File: config.mk
export PLATFORM = sky130hd
export DESIGN_NAME = sound_sequencer
export DESIGN_NICKNAME = d
export VERILOG_FILES = /design/src/rtl/sound_sequencer.sv
export SDC_FILE = /design/constraint.sdc
export NUM_CORES = 1
export LEC_CHECK = 0
export ABC_CLOCK_PERIOD_IN_PS = 2800
export CAP_MARGIN = 10
export CORE_MARGIN = 3
export CORE_UTILIZATION = 58
export CTS_CLUSTER_DIAMETER = 60
export CTS_CLUSTER_SIZE = 28
export DETAILED_ROUTE_END_ITERATION = 8
export DONT_BUFFER_PORTS = 1
export PLACE_DENSITY_LB_ADDON = 0.05
export SYNTH_ARGS = -nofsm -noshare
export SYNTH_HDL_FRONTEND = slang
export SYNTH_SLANG_ARGS = --single-unit
File: constraint.sdc
create_clock -name clk -period 2.8 [get_ports clk]
set_clock_uncertainty 0.05 [all_clocks]
set_input_delay 0.14 -clock clk [delete_from_list [all_inputs] [get_ports clk]]
set_output_delay 0.14 -clock clk [all_outputs]
set_load 0.03 [all_outputs]
File: src/rtl/sound_sequencer.sv
// -----------------------------------------------------------------------------
// sound_sequencer
//
// Arbitrates one-cycle sound-effect request pulses from the game logic onto a
// single square-wave tone generator. Each effect is a short fixed list of
// notes; every note presents a half-period reload value (tone_th) held for a
// whole number of note units. A silent gap follows every finished effect.
//
// Handshake: requests are fire-and-forget pulses. A request is latched into
// a pending bit on the edge it is seen and cleared on the edge its effect is
// granted. tone_load is a one-cycle strobe marking every change of tone_th;
// the tone generator reloads its half-period counter on that strobe.
//
// Ports
//   clk, rst_n    : clock, asynchronous active-low reset
//   req_paddle    : request pulse, priority code 0 (lowest)
//   req_brick     : request pulse, priority code 1
//   req_score     : request pulse, priority code 2
//   req_over      : request pulse, priority code 3 (highest)
//   tone_th[19:0] : half-period in clk cycles, 0 = silence
//   tone_load     : one-cycle pulse whenever tone_th takes a new value
//   cur_snd[1:0]  : priority code of the effect playing or last played
//   busy          : high whenever the sequencer is not idle
// -----------------------------------------------------------------------------
module sound_sequencer #(
  parameter int unsigned NOTE_TICKS = 5000000,
  parameter int unsigned GAP_TICKS  = 250000
) (
  input  logic        clk,
  input  logic        rst_n,
  input  logic        req_paddle,
  input  logic        req_brick,
  input  logic        req_score,
  input  logic        req_over,
  output logic [19:0] tone_th,
  output logic        tone_load,
  output logic [1:0]  cur_snd,
  output logic        busy
);

  typedef enum logic [1:0] {IDLE = 2'd0, PLAY = 2'd1, GAP = 2'd2} state_t;

  typedef struct packed {
    logic [19:0] th;
    logic [2:0]  len;
    logic        last;
  } note_t;

  localparam logic [22:0] NOTE_LAST = 23'(NOTE_TICKS - 1);
  localparam logic [22:0] GAP_LAST  = 23'(GAP_TICKS - 1);

  // Note tables, indexed by {effect code, note index}.
  function automatic note_t note_lookup(input logic [1:0] snd, input logic [1:0] idx);
    note_t n;
    case ({snd, idx})
      4'b00_00: n = '{20'd31887, 3'd1, 1'b1};
      4'b01_00: n = '{20'd18961, 3'd1, 1'b0};
      4'b01_01: n = '{20'd15944, 3'd1, 1'b1};
      4'b10_00: n = '{20'd47774, 3'd1, 1'b0};
      4'b10_01: n = '{20'd37919, 3'd1, 1'b0};
      4'b10_10: n = '{20'd31887, 3'd1, 1'b0};
      4'b10_11: n = '{20'd23889, 3'd1, 1'b1};
      4'b11_00: n = '{20'd31887, 3'd2, 1'b0};
      4'b11_01: n = '{20'd37919, 3'd2, 1'b0};
      4'b11_10: n = '{20'd47774, 3'd2, 1'b0};
      4'b11_11: n = '{20'd63776, 3'd4, 1'b1};
      default:  n = '{20'd0,     3'd1, 1'b1};
    endcase
    return n;
  endfunction

  function automatic logic [1:0] highest(input logic [3:0] p);
    logic [1:0] c;
    if (p[3])      c = 2'd3;
    else if (p[2]) c = 2'd2;
    else if (p[1]) c = 2'd1;
    else           c = 2'd0;
    return c;
  endfunction

  state_t      state_q, state_d;
  logic [3:0]  pending_q, pending_d;
  logic [19:0] tone_th_q, tone_th_d;
  logic        tone_load_q, tone_load_d;
  logic [1:0]  cur_snd_q, cur_snd_d;
  logic        busy_q, busy_d;
  logic [1:0]  idx_q, idx_d;
  logic [22:0] unit_q, unit_d;   // note-unit tick counter, reused as gap counter
  logic [2:0]  units_q, units_d; // units elapsed in the current note

  logic [3:0]  req_v;
  logic [3:0]  drop_mask;
  logic [3:0]  grant_mask;
  logic [1:0]  hi_code;
  logic        grant;
  logic        preempt;
  logic        wrap;
  logic        note_done;
  logic        eff_end;
  note_t       note_cur;
  note_t       note_nxt;
  note_t       note_first;

  always_comb begin
    state_d    = state_q;
    tone_th_d  = tone_th_q;
    cur_snd_d  = cur_snd_q;
    idx_d      = idx_q;
    unit_d     = unit_q;
    units_d    = units_q;
    grant      = 1'b0;

    req_v      = {req_over, req_score, req_brick, req_paddle};
    hi_code    = highest(pending_q);
    note_cur   = note_lookup(cur_snd_q, idx_q);
    note_nxt   = note_lookup(cur_snd_q, idx_q + 2'd1);
    note_first = note_lookup(hi_code, 2'd0);

    wrap      = (unit_q == NOTE_LAST);
    note_done = wrap && ((units_q + 3'd1) == note_cur.len);
    preempt   = (state_q == PLAY) && (|pending_q) && (hi_code > cur_snd_q);
    eff_end   = (state_q == PLAY) && !preempt && note_done && note_cur.last;

    case (state_q)
      IDLE: begin
        if (|pending_q) grant = 1'b1;
      end
      PLAY: begin
        if (preempt) begin
          grant = 1'b1;
        end else begin
          unit_d = wrap ? 23'd0 : unit_q + 23'd1;
          if (wrap) units_d = units_q + 3'd1;
          if (note_done) begin
            units_d = 3'd0;
            if (note_cur.last) begin
              state_d   = GAP;
              tone_th_d = 20'd0;
              idx_d     = 2'd0;
            end else begin
              idx_d     = idx_q + 2'd1;
              tone_th_d = note_nxt.th;
            end
          end
        end
      end
      GAP: begin
        if (unit_q == GAP_LAST) begin
          if (|pending_q) begin
            grant = 1'b1;
          end else begin
            state_d = IDLE;
            unit_d  = 23'd0;
          end
        end else begin
          unit_d = unit_q + 23'd1;
        end
      end
      default: state_d = IDLE;
    endcase

    if (grant) begin
      state_d   = PLAY;
      cur_snd_d = hi_code;
      idx_d     = 2'd0;
      unit_d    = 23'd0;
      units_d   = 3'd0;
      tone_th_d = note_first.th;
    end

    // Repeats of the effect already playing collapse into it, except on the
    // edge it finishes, where a fresh request must survive into the gap.
    drop_mask  = (state_q == PLAY && !eff_end) ? (4'b0001 << cur_snd_q) : 4'b0000;
    grant_mask = grant ? (4'b0001 << hi_code) : 4'b0000;
    pending_d  = (pending_q | (req_v & ~drop_mask)) & ~grant_mask;

    // The strobe follows the value, so identical consecutive values
    // (e.g. OVER preempting PADDLE on 31887) produce no reload pulse.
    tone_load_d = (tone_th_d != tone_th_q);
    busy_d      = (state_d != IDLE);
  end

  always_ff @(posedge clk or negedge rst_n) begin
    if (!rst_n) begin
      state_q     <= IDLE;
      pending_q   <= 4'd0;
      tone_th_q   <= 20'd0;
      tone_load_q <= 1'b0;
      cur_snd_q   <= 2'd0;
      busy_q      <= 1'b0;
      idx_q       <= 2'd0;
      unit_q      <= 23'd0;
      units_q     <= 3'd0;
    end else begin
      state_q     <= state_d;
      pending_q   <= pending_d;
      tone_th_q   <= tone_th_d;
      tone_load_q <= tone_load_d;
      cur_snd_q   <= cur_snd_d;
      busy_q      <= busy_d;
      idx_q       <= idx_d;
      unit_q      <= unit_d;
      units_q     <= units_d;
    end
  end

  assign tone_th   = tone_th_q;
  assign tone_load = tone_load_q;
  assign cur_snd   = cur_snd_q;
  assign busy      = busy_q;

endmodule

==> results_dict.tcl <==
set metrics [dict create \
    status "finished clean" \
    gp_congestion 0.954 \
    p_clk_frac 0.203 \
    start_util 0.624 \
    fin_nets 448 \
    num_rows 27 \
    synthTopCellsByArea "dfrtp_1 41%, xnor2_1 5.9%, ha_1 5.6%" \
    wl_per_cell_um 17.2 \
    pwr-share-comb 0.499 \
    synthFlopType "dfrtp_1" \
    wl_mm 8.64 \
    drive_gt1_frac 0.153 \
    total_power_uw 4490 \
    dieArea_um2 7120 \
    area_growth_pct 16.1 \
    path_max_fanout 4 \
    cts-buffers-inserted 9 \
    clkTransAtPathRegs_ns 0.07 \
    postRouteAntennaNets 0 \
    root_buffer "clkbuf_8" \
    htreeDepth 3 \
    n_antenna_cell 0 \
    grt_first_pass_wirelength_mm 14.2 \
    grt_pass1_vias 2804 \
    crit_path_cell_trace "nor2_2 > inv_2 > ha_1 > nor2b_4 > o211ai_4 > nand4bb_1 > nand2b_4 > a2bb2oi_4 > mux2i_1 > or4_4" \
    hpwl_mm 6.09 \
    synth.top_cell.area_share 0.407 \
    core_region_area_um2 5710 \
    period_share 0.973 \
    async_reset_ff_frac 1.00 \
    viasPerCell 6.20 \
    synth_common_cells "58 x dfrtp_1, 51 x nor2_1, 42 x nand2_1, 24 x o21ai_0, 24 x xnor2_1" \
    first_pass_iters 5 \
    crit_arrival_ns 2.89 \
    avgSynthCellArea_um2 8.91 \
    io_buffers 0 \
    cp-end-kind "register" \
    start_kind "register" \
    die_w_um 84.4 \
    post-route-util 0.725 \
    syn_inst 400 \
    worstSetupPathType "reg -> reg" \
    crit_family "simple AND/OR/NAND/NOR gates" \
    max_clock_freq_mhz 367 \
    grt_max_degree 59 \
    cts_tree "done" \
    synth_seq_cells 58 \
    max_stage_delay_ns 0.52 \
    route.detailed.drc 0 \
    grt_overflow 0 \
    maxCapViolations 0 \
    maxSlewHeadroom 0.494 \
    synth_nets 422 \
    cp_slowest_cell "or4_4" \
    fp.dieH_um 84.4 \
    switching_share 0.450 \
    drt_iter0_markers 217 \
    worst_pin_slew_ns 0.758 \
    seq_area_frac_synth 0.407 \
    vias 3119 \
    grt_antenna_before_repair 0 \
    yosysMostFrequentCell "dfrtp_1" \
    synth_edf_count 0 \
    hold_viol 0 \
    setup_viol 0 \
    intPower_uw 2470 \
    required_ns 2.96 \
    clockBufferDepth 2 \
    p_sw_uw 2020 \
    track_usage 0.249 \
    io_pins 30 \
    cts.sinks 58 \
    seqPwrFrac 0.297 \
    p_per_area_nw_per_um2 1090 \
    synth_area_um2 3560 \
    p_leak_uw 0.00173 \
    worstSkewPairLatency_ns 0.34 \
    holdCritPathClass "in -> async" \
    fin_crit_ns 2.72 \
    crit_buf_inv 1 \
    synth_top_cell_by_area "dfrtp_1" \
    ir_worst_vdd_mv 0.788 \
    yosysWarnings 0 \
    setup_tns_ns 0 \
    synth.distinct_cells 59 \
    slew_violations 0 \
]
sequential cells by signal, indices dropped and copies added (netlist names):
name and count:
busy 1, cur_snd 2, tone_load 1, state_q 2, unit_q 23, pending_q 4
idx_q 2, tone_th 20, units_q 3
layout by cell type (no fill, tap or decap), drive strengths merged, types with 5 or more instances in the layout:
master       netlist  layout
nand3             15      15
dlygate4sd3        0       5
a21oi             21      21
ha                16      16
nor2              52      52
nand3b             5       5
mux2i              8       8
o21ai             27      27
inv               15      15
xnor2             24      24
dfrtp             58      58
nand2b             9       9
nand4              9       9
and2               5       5
and3               8       8
nand2             42      42
clkbuf             5      12
nor3               7       7
nor4               5       5
o22ai              5       5
buf                9      24
cell families after synthesis:
| logic type | Yosys count | share of synthesized area |
|---|---|---|
| AO/OA/AOI/OAI | 82 | 0.152 |
| multiplexers | 8 | 0.0225 |
| AND/OR/NAND/NOR | 179 | 0.255 |
| flip-flops | 58 | 0.407 |
| adder cells (fa/ha/maj) | 16 | 0.0562 |
| buffers and inverters | 29 | 0.0379 |
| XOR/XNOR | 28 | 0.0688 |
repair_timing:
action | in CTS | in global routing
endpoints found under the hold margin | 62 | 0
buffers inserted | 0 | 3
hold buffers | 6 | 0
setup endpoints to repair | 1 | 19
pin swaps | 0 | 2
gates cloned | 0 | 0
gates resized for setup | 2 | 18
power by group through the flow:
stage                     Sequential, µW  Combinational, µW  Clock [µW]
final                               1340               2240         913
after global routing                1350               2470         964
after CTS                           1330               2060         932
after detailed placement            1340               2020           0
after global placement              1340               1980           0
after floorplan                     1320               1470           0
routing by layer:
metal | routed length (µm) | GRT usage
met5 | 0 | 0
met4 | 142 | 0.0993
met3 | 466 | 0.0500
met2 | 3850 | 0.359
met1 | 4180 | 0.368
through the flow:
step | area (µm²) | cells | worst slack (ns) | hold WS [ns]
3_5_place_dp | 3740 | 478 | -0.0293 | -0.204
6_report | 4140 | 503 | 0.0753 | 0.267
5_1_grt | 4140 | 503 | -0.0119 | 0.281
2_1_floorplan | 3570 | 400 | 0.00362 | -0.206
4_1_cts | 4050 | 500 | 0.00414 | 0.256
3_3_place_gp | 3740 | 478 | -0.00559 | -0.204
worst paths after layout:
kind	from	to	slack, ns	cells after the start
setup / recovery	pending_q[2]	tone_load	0.08	10
min in group clk	req_over	pending_q[3]	0.48	3
hold reg to reg	units_q[1]	units_q[1]	0.50	2
max in group asynchronous	rst_n	idx_q[0]	2.17	2
hold / removal	rst_n	unit_q[21]	0.27	2
setup reg to reg	pending_q[2]	tone_load	0.08	10
cell type report:
cell class	count	area, µm²
Clock buffer	12	165
Clock inverter	4	72.6
Fill cell	435	1570
Inverter	15	56.3
Multi-Input combinational cell	313	2050
Sequential cell	58	1460
Tap cell	72	90.1
Timing Repair Buffer	29	250
No activity file was read; power rests on OpenSTA's default activity.
